## src/rtl/conv3x3_stream_engine.sv

```systemverilog
// Streaming 3x3 convolution over a raster image held in external synchronous RAM.
// One feed slot per cycle, zero padding by coordinate, shift/clamp or abs output, full-pipeline stall.
module conv3x3_stream_engine #(
  parameter int PIX_W  = 8,
  parameter int COEF_W = 6,
  parameter int IMG_W  = 30,
  parameter int IMG_H  = 30,
  parameter int ADDR_W = 10,
  localparam int ACC_W = PIX_W + COEF_W + 4
) (
  input  logic                     clk,
  input  logic                     rst,
  input  logic                     i_start,
  input  logic                     i_mode,
  input  logic [3:0]               i_shift,
  input  logic                     i_coef_we,
  input  logic [3:0]               i_coef_idx,
  input  logic signed [COEF_W-1:0] i_coef_data,
  output logic [ADDR_W-1:0]        o_rd_addr,
  input  logic [PIX_W-1:0]         i_rd_data,
  input  logic                     i_out_ready,
  output logic [PIX_W-1:0]         o_pix_out,
  output logic signed [ACC_W-1:0]  o_acc_out,
  output logic                     o_pix_valid,
  output logic                     o_busy,
  output logic                     o_done,
  output logic [1:0]               o_dbg_state
);
  localparam int NPIX   = IMG_W * IMG_H;
  localparam int NSLOT  = NPIX + IMG_W + 1;
  localparam int PROD_W = PIX_W + COEF_W + 1;
  localparam int SR_N   = 2 * IMG_W + 2;
  localparam int SLOT_W = $clog2(NSLOT + 1);
  localparam int OUT_W  = $clog2(NPIX + 1);
  localparam int ROW_W  = $clog2(IMG_H);
  localparam int COL_W  = $clog2(IMG_W);
  localparam logic [SLOT_W-1:0] C_SLOT_LAST = SLOT_W'(NSLOT - 1);
  localparam logic [SLOT_W-1:0] C_NPIX_S    = SLOT_W'(NPIX);
  localparam logic [SLOT_W-1:0] C_ADDR_LAST = SLOT_W'(NPIX - 1);
  localparam logic [SLOT_W-1:0] C_FIRST_OUT = SLOT_W'(IMG_W + 1);
  localparam logic [OUT_W-1:0]  C_OUT_LAST  = OUT_W'(NPIX - 1);
  localparam logic [ROW_W-1:0]  C_ROW_LAST  = ROW_W'(IMG_H - 1);
  localparam logic [COL_W-1:0]  C_COL_LAST  = COL_W'(IMG_W - 1);
  localparam logic signed [ACC_W-1:0] C_MAX_S = ACC_W'((1 << PIX_W) - 1);
  localparam logic [ACC_W-1:0]        C_MAX_U = ACC_W'((1 << PIX_W) - 1);

  typedef enum logic [1:0] {S_IDLE, S_RUN, S_DRAIN, S_DONE} state_t;
  state_t r_state, w_next;

  logic [SLOT_W-1:0]        r_slot;
  logic [ADDR_W-1:0]        r_addr;
  logic [OUT_W-1:0]         r_out_cnt;
  logic [ROW_W-1:0]         r_cr;
  logic [COL_W-1:0]         r_cc;
  logic                     r_mode;
  logic [3:0]               r_shift;
  logic                     r_s1_valid, r_s1_real, r_s1_out, r_p_valid, r_s_valid;
  logic                     r_stall_d;
  logic [PIX_W-1:0]         r_hold;
  logic [PIX_W-1:0]         r_sr [0:SR_N-1];
  logic [PIX_W-1:0]         w_win [0:SR_N];
  logic signed [COEF_W-1:0] r_coef [0:8];
  logic signed [PROD_W-1:0] r_prod [0:8];
  logic signed [PROD_W-1:0] w_prod [0:8];
  logic signed [ACC_W-1:0]  r_sum, w_sum, w_shr;
  logic [ACC_W-1:0]         w_mag, w_mag_sh;
  logic [PIX_W-1:0]         w_pix, w_fed;
  logic                     w_stall, w_en, w_issue, w_last_hs;

  // Handshake: a result transfers on o_pix_valid & i_out_ready; when o_pix_valid is high and
  // i_out_ready is low the whole engine (address, counters, window, pipeline, outputs) freezes.
  assign w_stall   = o_pix_valid & ~i_out_ready;
  assign w_en      = ~w_stall;
  assign w_issue   = (r_state == S_RUN) & w_en;
  assign w_last_hs = o_pix_valid & i_out_ready & (r_out_cnt == C_OUT_LAST);
  assign o_rd_addr = r_addr;
  assign o_dbg_state = r_state;

  always_ff @(posedge clk) begin
    if (rst) r_state <= S_IDLE;
    else     r_state <= w_next;
  end

  always_comb begin
    w_next = r_state;
    o_busy = 1'b0;
    o_done = 1'b0;
    case (r_state)
      S_IDLE:  if (i_start) w_next = S_RUN;
      S_RUN:   begin
        o_busy = 1'b1;
        if (w_issue && r_slot == C_SLOT_LAST) w_next = S_DRAIN;
      end
      S_DRAIN: begin
        o_busy = 1'b1;
        if (w_last_hs) w_next = S_DONE;
      end
      S_DONE:  begin
        o_done = 1'b1;
        w_next = S_IDLE;
      end
      default: w_next = S_IDLE;
    endcase
  end

  always_ff @(posedge clk) begin
    if (rst) begin
      for (int k = 0; k < 9; k++) r_coef[k] <= '0;
      r_coef[4] <= COEF_W'(1);
    end else if (i_coef_we && !o_busy && i_coef_idx <= 4'd8) begin
      r_coef[i_coef_idx] <= i_coef_data;
    end
  end

  // The RAM keeps reading the held next address during a stall, so the word owed to the
  // in-flight slot is captured on the first stall cycle and replayed until the slot is consumed.
  assign w_fed = !r_s1_real ? '0 : (r_stall_d ? r_hold : i_rd_data);

  always_ff @(posedge clk) begin
    if (rst) begin
      r_slot <= '0; r_addr <= '0; r_out_cnt <= '0; r_cr <= '0; r_cc <= '0;
      r_mode <= 1'b0; r_shift <= '0; r_stall_d <= 1'b0; r_hold <= '0;
      r_s1_valid <= 1'b0; r_s1_real <= 1'b0; r_s1_out <= 1'b0;
    end else begin
      r_stall_d <= w_stall;
      if (w_stall && !r_stall_d) r_hold <= i_rd_data;
      if (o_pix_valid && i_out_ready) r_out_cnt <= r_out_cnt + OUT_W'(1);
      if (w_en) begin
        r_s1_valid <= w_issue;
        r_s1_real  <= (r_slot < C_NPIX_S);
        r_s1_out   <= (r_slot >= C_FIRST_OUT);
        if (w_issue) begin
          r_slot <= r_slot + SLOT_W'(1);
          if (r_slot < C_ADDR_LAST) r_addr <= r_addr + ADDR_W'(1);
        end
        if (r_s1_valid && r_s1_out) begin
          if (r_cc == C_COL_LAST) begin
            r_cc <= '0;
            r_cr <= r_cr + ROW_W'(1);
          end else begin
            r_cc <= r_cc + COL_W'(1);
          end
        end
      end
      if (r_state == S_IDLE && i_start) begin
        r_slot <= '0; r_addr <= '0; r_out_cnt <= '0; r_cr <= '0; r_cc <= '0;
        r_mode <= i_mode; r_shift <= i_shift;
      end
    end
  end

  // w_win[j] is the pixel fed j slots before the current one; the centre sits at IMG_W+1.
  always_comb begin
    w_win[0] = w_fed;
    for (int i = 1; i <= SR_N; i++) w_win[i] = r_sr[i-1];
    for (int dr = 0; dr < 3; dr++) begin
      for (int dc = 0; dc < 3; dc++) begin
        if ((dr == 0 && r_cr == '0) || (dr == 2 && r_cr == C_ROW_LAST) ||
            (dc == 0 && r_cc == '0) || (dc == 2 && r_cc == C_COL_LAST))
          w_prod[dr*3+dc] = '0;
        else
          w_prod[dr*3+dc] = PROD_W'($signed({1'b0, w_win[SR_N - dr*IMG_W - dc]})) *
                            PROD_W'(r_coef[dr*3+dc]);
      end
    end
  end

  always_ff @(posedge clk) begin
    if (w_en && r_s1_valid) begin
      for (int i = 0; i < SR_N; i++) r_sr[i] <= w_win[i];
    end
    if (w_en && r_s1_valid && r_s1_out) begin
      for (int k = 0; k < 9; k++) r_prod[k] <= w_prod[k];
    end
  end

  always_comb begin
    w_sum = '0;
    for (int k = 0; k < 9; k++) w_sum = w_sum + ACC_W'(r_prod[k]);
  end

  always_comb begin
    w_shr    = r_sum >>> r_shift;
    w_mag    = r_sum[ACC_W-1] ? ACC_W'(-r_sum) : ACC_W'(r_sum);
    w_mag_sh = w_mag >> r_shift;
    w_pix    = '0;
    if (r_mode) begin
      w_pix = (w_mag_sh > C_MAX_U) ? '1 : w_mag_sh[PIX_W-1:0];
    end else if (!w_shr[ACC_W-1]) begin
      w_pix = (w_shr > C_MAX_S) ? '1 : w_shr[PIX_W-1:0];
    end
  end

  always_ff @(posedge clk) begin
    if (rst) begin
      r_p_valid <= 1'b0; r_s_valid <= 1'b0; r_sum <= '0;
      o_pix_valid <= 1'b0; o_pix_out <= '0; o_acc_out <= '0;
    end else if (w_en) begin
      r_p_valid   <= r_s1_valid & r_s1_out;
      r_s_valid   <= r_p_valid;
      o_pix_valid <= r_s_valid;
      if (r_p_valid) r_sum <= w_sum;
      if (r_s_valid) begin
        o_pix_out <= w_pix;
        o_acc_out <= r_sum;
      end
    end
  end
endmodule

```

## config.mk

```make
export PLATFORM = sky130hd
export DESIGN_NAME = conv3x3_stream_engine
export DESIGN_NICKNAME = d
export VERILOG_FILES = /design/src/rtl/conv3x3_stream_engine.sv
export SDC_FILE = /design/constraint.sdc
export NUM_CORES = 2
export LEC_CHECK = 0
export BUFFER_PORTS_ARGS = -buffer_cell sky130_fd_sc_hd__buf_2
export CORE_ASPECT_RATIO = 1.4
export CORE_MARGIN = 5
export CORE_UTILIZATION = 44
export CTS_CLUSTER_DIAMETER = 30
export DETAILED_ROUTE_END_ITERATION = 16
export GPL_TIMING_DRIVEN = 0
export PLACE_DENSITY = 0.62
export SLEW_MARGIN = 30
export SYNTH_ARGS = -nofsm -noshare
export SYNTH_HDL_FRONTEND = slang
export SYNTH_SLANG_ARGS = --single-unit
```

## constraint.sdc

```tcl
create_clock -name clk -period 27.2 [get_ports clk]
set_clock_uncertainty 0.1 [all_clocks]
set_input_delay 2.72 -clock clk [delete_from_list [all_inputs] [get_ports clk]]
set_output_delay 2.72 -clock clk [all_outputs]
set_load 0.01 [all_outputs]
```

== Yosys cells after proc, flatten, opt, wreduce, memory -nomap -nowiden ==
Memories as Yosys holds them, arrays and structs flattened.
Cells that the tools add are included.

* Latch bits: 0
* Word-level logic and storage cells: 134
* Register bits after elaboration: 106
* Bits in writable memories: 685
* Memories kept: 3
* Output and inout bits: 41
* Memory bits (read-only): 0

{| class="wikitable"
|+ Memory list
! name !! depth !! width !! rd ports !! clocked after memory_dff !! wr ports !! RTL line !! source
|-
| r_sr || 62 || 8 || 62 || 0 || 62 || 60 || <nowiki>logic [PIX_W-1:0] r_sr [0:SR_N-1];</nowiki>
|-
| r_prod || 9 || 15 || 9 || 0 || 9 || 63 || <nowiki>logic signed [PROD_W-1:0] r_prod [0:8];</nowiki>
|-
| r_coef || 9 || 6 || 9 || 0 || 9 || 62 || <nowiki>logic signed [COEF_W-1:0] r_coef [0:8];</nowiki>
|}

* $mul: 9
* Equality and inequality tests: 10
* Mux-type cells: 35
* Bitwise gates (word level): 8
* Shift-type cells: 2
* $lt $le $gt $ge: 6
* Reductions and logical operators: 28
* Add/subtract/negate cells: 14
* Div/mod/pow operators: 0

{| class="wikitable"
|+ Operators by type and width
! operator !! number
|-
| 9-bit by 6-bit multiplier with 15-bit output || 9
|-
| 15-bit two-way mux || 8
|-
| 18-bit by 15-bit adder with 18-bit output || 5
|-
| 8-bit two-way mux || 6
|-
| 10-bit by 1-bit adder with 10-bit output (second input constant) || 3
|-
| 10-bit == test (second input constant) || 2
|-
| 10-bit less-than comparator (second input constant) || 2
|-
| 17-bit by 15-bit adder with 18-bit output || 1
|-
| 18-bit by 8-bit > comparator with 1-bit output (second input constant) || 1
|-
| 18-bit by 9-bit > comparator with 1-bit output (second input constant) || 1
|-
| 18-bit two-way mux || 1
|-
| 18-bit negator || 1
|-
| 18-bit by 4-bit >> shifter with 18-bit output || 1
|-
| 18-bit by 4-bit >>> shifter with 18-bit output || 1
|-
| 16-bit by 15-bit adder with 17-bit output || 1
|-
| 15-bit by 15-bit adder with 16-bit output || 1
|-
| 1-bit two-way mux || 12
|-
| 6-bit two-way mux || 2
|-
| 5-bit by 1-bit adder with 5-bit output (second input constant) || 2
|-
| 5-bit == test (second input constant) || 2
|-
| 10-bit by 5-bit >= comparator with 1-bit output (second input constant) || 1
|-
| 5-bit zero test || 2
|-
| 1-bit logical AND || 9
|-
| 3-bit AND reduction || 3
|-
| other kinds (18) || 35
|}

== Longest topological paths before layout ==
* Depth in word-level cells: 11
* Depth in mapped cells: 20
* Gate-level depth less buffers: 19

== Worst setup path after synthesis ==
OpenSTA, ideal clock, no wires.

* Kind: input to register
* From: input port i_out_ready
* To: register r_cc[3]
* Setup time: 0.082 ns
* Required time: 27.018 ns
* Path slack: 6.887 ns
* Path buffers: 1
* Cell stages on the path: 8
* Data arrival time: 20.131 ns
* Cells stage by stage: nand2b_1 clkbuf_1 and2_1 nand2_1 inv_1 nand4_1 xor2_1 nor3_1

* Longest elaborated chain between the ends: 4

{| class="wikitable"
|+ Ends and longest elaborated chain
! item !! RTL line !! source
|-
| start, declared || 21 || <nowiki>input logic i_out_ready,</nowiki>
|-
| 1-bit NOT || 72 || <nowiki>assign w_stall = o_pix_valid & ~i_out_ready;</nowiki>
|-
| 1-bit AND || 72 ||
|-
| 1-bit NOT (no source line) || n/a ||
|-
| 2-bit AND reduction (no source line) || n/a ||
|-
| end signal, assigned || 141 || <nowiki>r_cc <= r_cc + COL_W'(1);</nowiki>
|-
| end, declared || 54 || <nowiki>logic [COL_W-1:0] r_cc;</nowiki>
|}

Every way passes these cells.
A chain may end at the register's enable or synchronous reset.

==> summary.md <==
| Metric | Value |
|---|---|
| PwrDens | `76.2 mW/mm^2` |
| Port buffer count | `between 60 and 70` |
| Antenna violations before repair | `1` |
| Met1 Resource Use GR | `0.230` |
| CP Capture Type | `flop` |
| 1st-iter DRT viols | `1509` |
| Critical path's slowest cell | `fa_1` |
| DR vias/cell | `5.22` |
| Cells after synthesis | `3617` |
| Slew headroom | `0.356` |
| Starting Density | `0.444` |
| Final worst slack | `20.17 ns` |
| Yosys cell types | `81` |
| Setup Crit Path Kind | `input pin to flop` |
| GRT met3 Usage | `0.0348` |
| Fillers | `8726` |
| CORE AREA | `0.103 mm^2` |
| CTS Hold Buffers Added | `0` |
| Met2 usage | `0.333` |
| Gr busiest metal | `met2` |
| Final hold slack | `0.296 ns` |
| Worst Path Required | `27.58 ns` |
| Cts bufs inserted | `142` |
| Die W | `282 um` |
| Critical path, cell by cell | `buf_2 -> mux2i_1 -> nor2b_1 -> nand2_1 -> fa_1 -> fa_1 -> inv_1 -> fa_1 -> fa_1 -> fa_1 -> a21o_1 -> a21o_1 -> a21o_1 -> a21oi_1 -> o21a_1 -> o21ai_0 -> xnor2_1 -> nor2_1` |
| Top-area cell type share of the netlist area | `0.451` |
| Nets | `4557` |
| Status | `finished clean` |
| Layout area overhead | `16.2%` |
| Layout cells sized above 1 | `0.101` |
| Worst-path fanout max | `7` |
| DRC viols | `0` |
| Gr ovfl total | `0` |
| Worst-path clk slew | `around 0.06 ns` |
| Hold Path Class | `flop to flop` |
| Mux contribution to synthesized area | `0.0198` |
| Compound-Gate Fraction of Synth Area | `0.0548` |
| RSZ-0062 raised after global routing | `no` |
| Area of the mapped netlist | `0.0456 mm^2` |
| Final hold violations | `0` |
| DRT Pass-1 Iters | `5` |
| DP Area | `a little under 0.05 mm^2` |
| Avg Inst Size Synth | `12.6 um^2` |
| Height of the die | `391 um` |
| Std-Cell Rows | `approximately 140` |
| Final Critical Period | `between 7 and 8 ns` |
| Antenna Nets Post-Route | `0` |
| Delay-heaviest family, CP | `adder cells` |
| Post-Route WL | `103 mm` |
| Final setup TNS | `0 ns` |
| Main combinational cell family by area after synthesis | `adder cells` |
| Yosys top cell by area | `edfxtp_1` |
| Post-Synth Simple-Gate Area | `0.124` |
| Syn_nets | `between 4000 and 5000` |
| Final Util | `0.516` |
| CTS H-tree lvls | `4` |
| Yosys Warn Count | `0` |
| I/O pin count | `a little under 70` |
| DPL Wire Length | `76.1 mm` |
| Max cap viols | `0` |
| Routability congestion estimate | `0.937` |
| Die area | `about 0.11 mm^2` |
| WL/cell | `between 15 and 20 um` |
| Post-Layout Inst Area | `roughly 0.053 mm^2` |
| Post-synthesis xor/xnor area fraction | `0.0207` |
| Peak supply drop | `0.0000559 V` |
| Vias in the first global route | `around 29000` |
| Final setup viols | `0` |
| CTS Root Cell | `clkbuf_16` |
| Leak | `21.7 nW` |
| Synth area leaders | `edfxtp_1, fa_1, ha_1, dfxtp_1, and2_1` |
| Post-synthesis sequential area ratio | `0.497` |
| Vias | `about 28000` |
| Top FF cell, synth | `edfxtp_1` |
| FMAX | `142 MHz` |
| Max-slew violation total from the final report | `0` |
| Post-synthesis adder-cell area fraction | `0.241` |
| Number of synthesized flops with an enable pin | `around 690` |
| Crit path top cell by count | `fa_1` |
| Worst Max-Slew Pin Slew | `0.963 ns` |
| Post_cts resized | `0` |
| Crit path buffers/inverters | `2` |
| CTS tree | `yes` |
| Clock Path Buffers | `3` |
| Max incr delay on CP | `0.52 ns` |
| Setup bufs post-CTS | `0` |
| Largest net degree at the start of global routing | `97` |
| Flip-flop and latch count after synthesis | `between 700 and 800` |
| Clk_lat worst skew | `0.75 ns` |
| Total Routing Usage GR | `0.190` |
| Pre-CTS WS | `19.44 ns` |
| Ys async rst share | `0` |
| Fin crit share | `0.258` |
| Worst setup SP type | `input pin` |
| First-pass GRT wire length | `163 mm` |
| Arrival time of the worst setup path | `roughly 7.4 ns` |
| CTS sink cnt | `791` |
kinds of logic (layout without fill, tap and decap cells):
| kind of cell | after synthesis | count (layout) |
|---|---|---|
| and+or+nand+nor | 1075 | 1075 |
| DFF | 791 | 791 |
| xor gates and xnor gates | 108 | 108 |
| AOI/OAI and AO/OA | 389 | 389 |
| other | 0 | 1 |
| muxes | 64 | 64 |
| buffers and inverters | 509 | 855 |
| adders and majority gates | 681 | 681 |
power breakdown:
group	switching, mW	internal (mW)
Combinational	0.412	0.286
Sequential	0.0561	1.48
Clock	0.658	1.15
Total	1.13	2.92
worst paths after layout:
check / depth (start not counted) / endpoint / from / slack [ns]
setup / recovery: 18 / r_prod[0][134]$_SDFFCE_PP0P_ / i_rd_data[2] / 20.17
hold / removal: 0 / r_sr[1][72]$_DFFE_PP_ / r_sr[1][64]$_DFFE_PP_ / 0.30
setup reg to reg: 20 / r_prod[0][134]$_SDFFCE_PP0P_ / r_stall_d$_SDFF_PP0_ / 21.12
hold reg to reg: 0 / r_sr[1][72]$_DFFE_PP_ / r_sr[1][64]$_DFFE_PP_ / 0.30
registers in the layout, summed over array words and instances (netlist names):
register,flops
o_acc_out,18
o_dbg_state,2
o_pix_out,8
o_pix_valid,1
o_rd_addr,10
r_cc,5
r_coef,54
r_cr,5
r_hold,8
r_mode,1
r_out_cnt,10
r_p_valid,1
r_prod,135
r_s1_out,1
r_s1_real,1
r_s1_valid,1
r_s_valid,1
r_shift,4
r_slot,10
r_sr,496
r_stall_d,1
r_sum,18
cell type report:
type | count | area [um^2] | area share
antenna | 1 | 2.50 | 0.0000472
buffer | 88 | 358 | 0.00674
clock buffer | 161 | 3740 | 0.0705
clock inverter | 98 | 1250 | 0.0235
inverter | 421 | 1590 | 0.0299
multi-input combinational | 2317 | 21100 | 0.397
sequential | 791 | 22700 | 0.428
tap | 1339 | 1680 | 0.0316
timing repair buffer | 87 | 691 | 0.0130
Yosys cell counts, drive strengths merged, types with 20 or more instances:
master and n:
xnor2 57, and2 318, nand2 230, a21oi 135, nor2 192, nor3 48, and3 30, edfxtp 685
or3 22, mux4 20, mux2i 35, fa 332, a21o 48, inv 418, dfxtp 106, xor2 51
nor2b 92, o21ai 77, nand4 23, ha 349, clkbuf 71, nand3 30, nand2b 39
metrics by stage:
step | cells | total power, mW
final | 5303 | 4.04
after global routing | 5302 | 4.26
after CTS | 5302 | 4.10
after detailed placement | 5043 | 2.27
after global placement | 5024 | 2.35
after floorplan | 3617 | 2.12
layout by cell type (no fill, tap or decap), drive strengths merged, types with 6 or more instances in the layout:
cell type | netlist | final
a21boi | 9 | 9
bufinv | 0 | 14
dfxtp | 106 | 106
mux4 | 20 | 20
ha | 349 | 349
o21a | 13 | 13
fa | 332 | 332
nand2 | 230 | 230
inv | 418 | 447
clkinv | 3 | 40
xor2 | 51 | 51
mux2i | 35 | 35
or2 | 7 | 7
o31ai | 6 | 6
nor4 | 13 | 13
nand3 | 30 | 30
o221ai | 9 | 9
xnor2 | 57 | 57
nor2b | 92 | 92
buf | 17 | 104
edfxtp | 685 | 685
or3 | 22 | 22
nand4 | 23 | 23
o211ai | 11 | 11
o21ai | 77 | 77
and2 | 318 | 318
or4 | 7 | 7
a21o | 48 | 48
and3 | 30 | 30
nand2b | 39 | 39
a31oi | 14 | 14
a211oi | 12 | 12
o211a | 11 | 11
nor3b | 9 | 9
mux2 | 9 | 9
nor3 | 48 | 48
a21oi | 135 | 135
clkbuf | 71 | 232
clkinvlp | 0 | 18
nor2 | 192 | 192
metal layers:
layer,up-vias,part of all wire
met5,-,0
met4,0,0.041
met3,230,0.038
met2,608,0.51
met1,13900,0.41
li1,12900,-
Power figures use the tool's default switching activity.
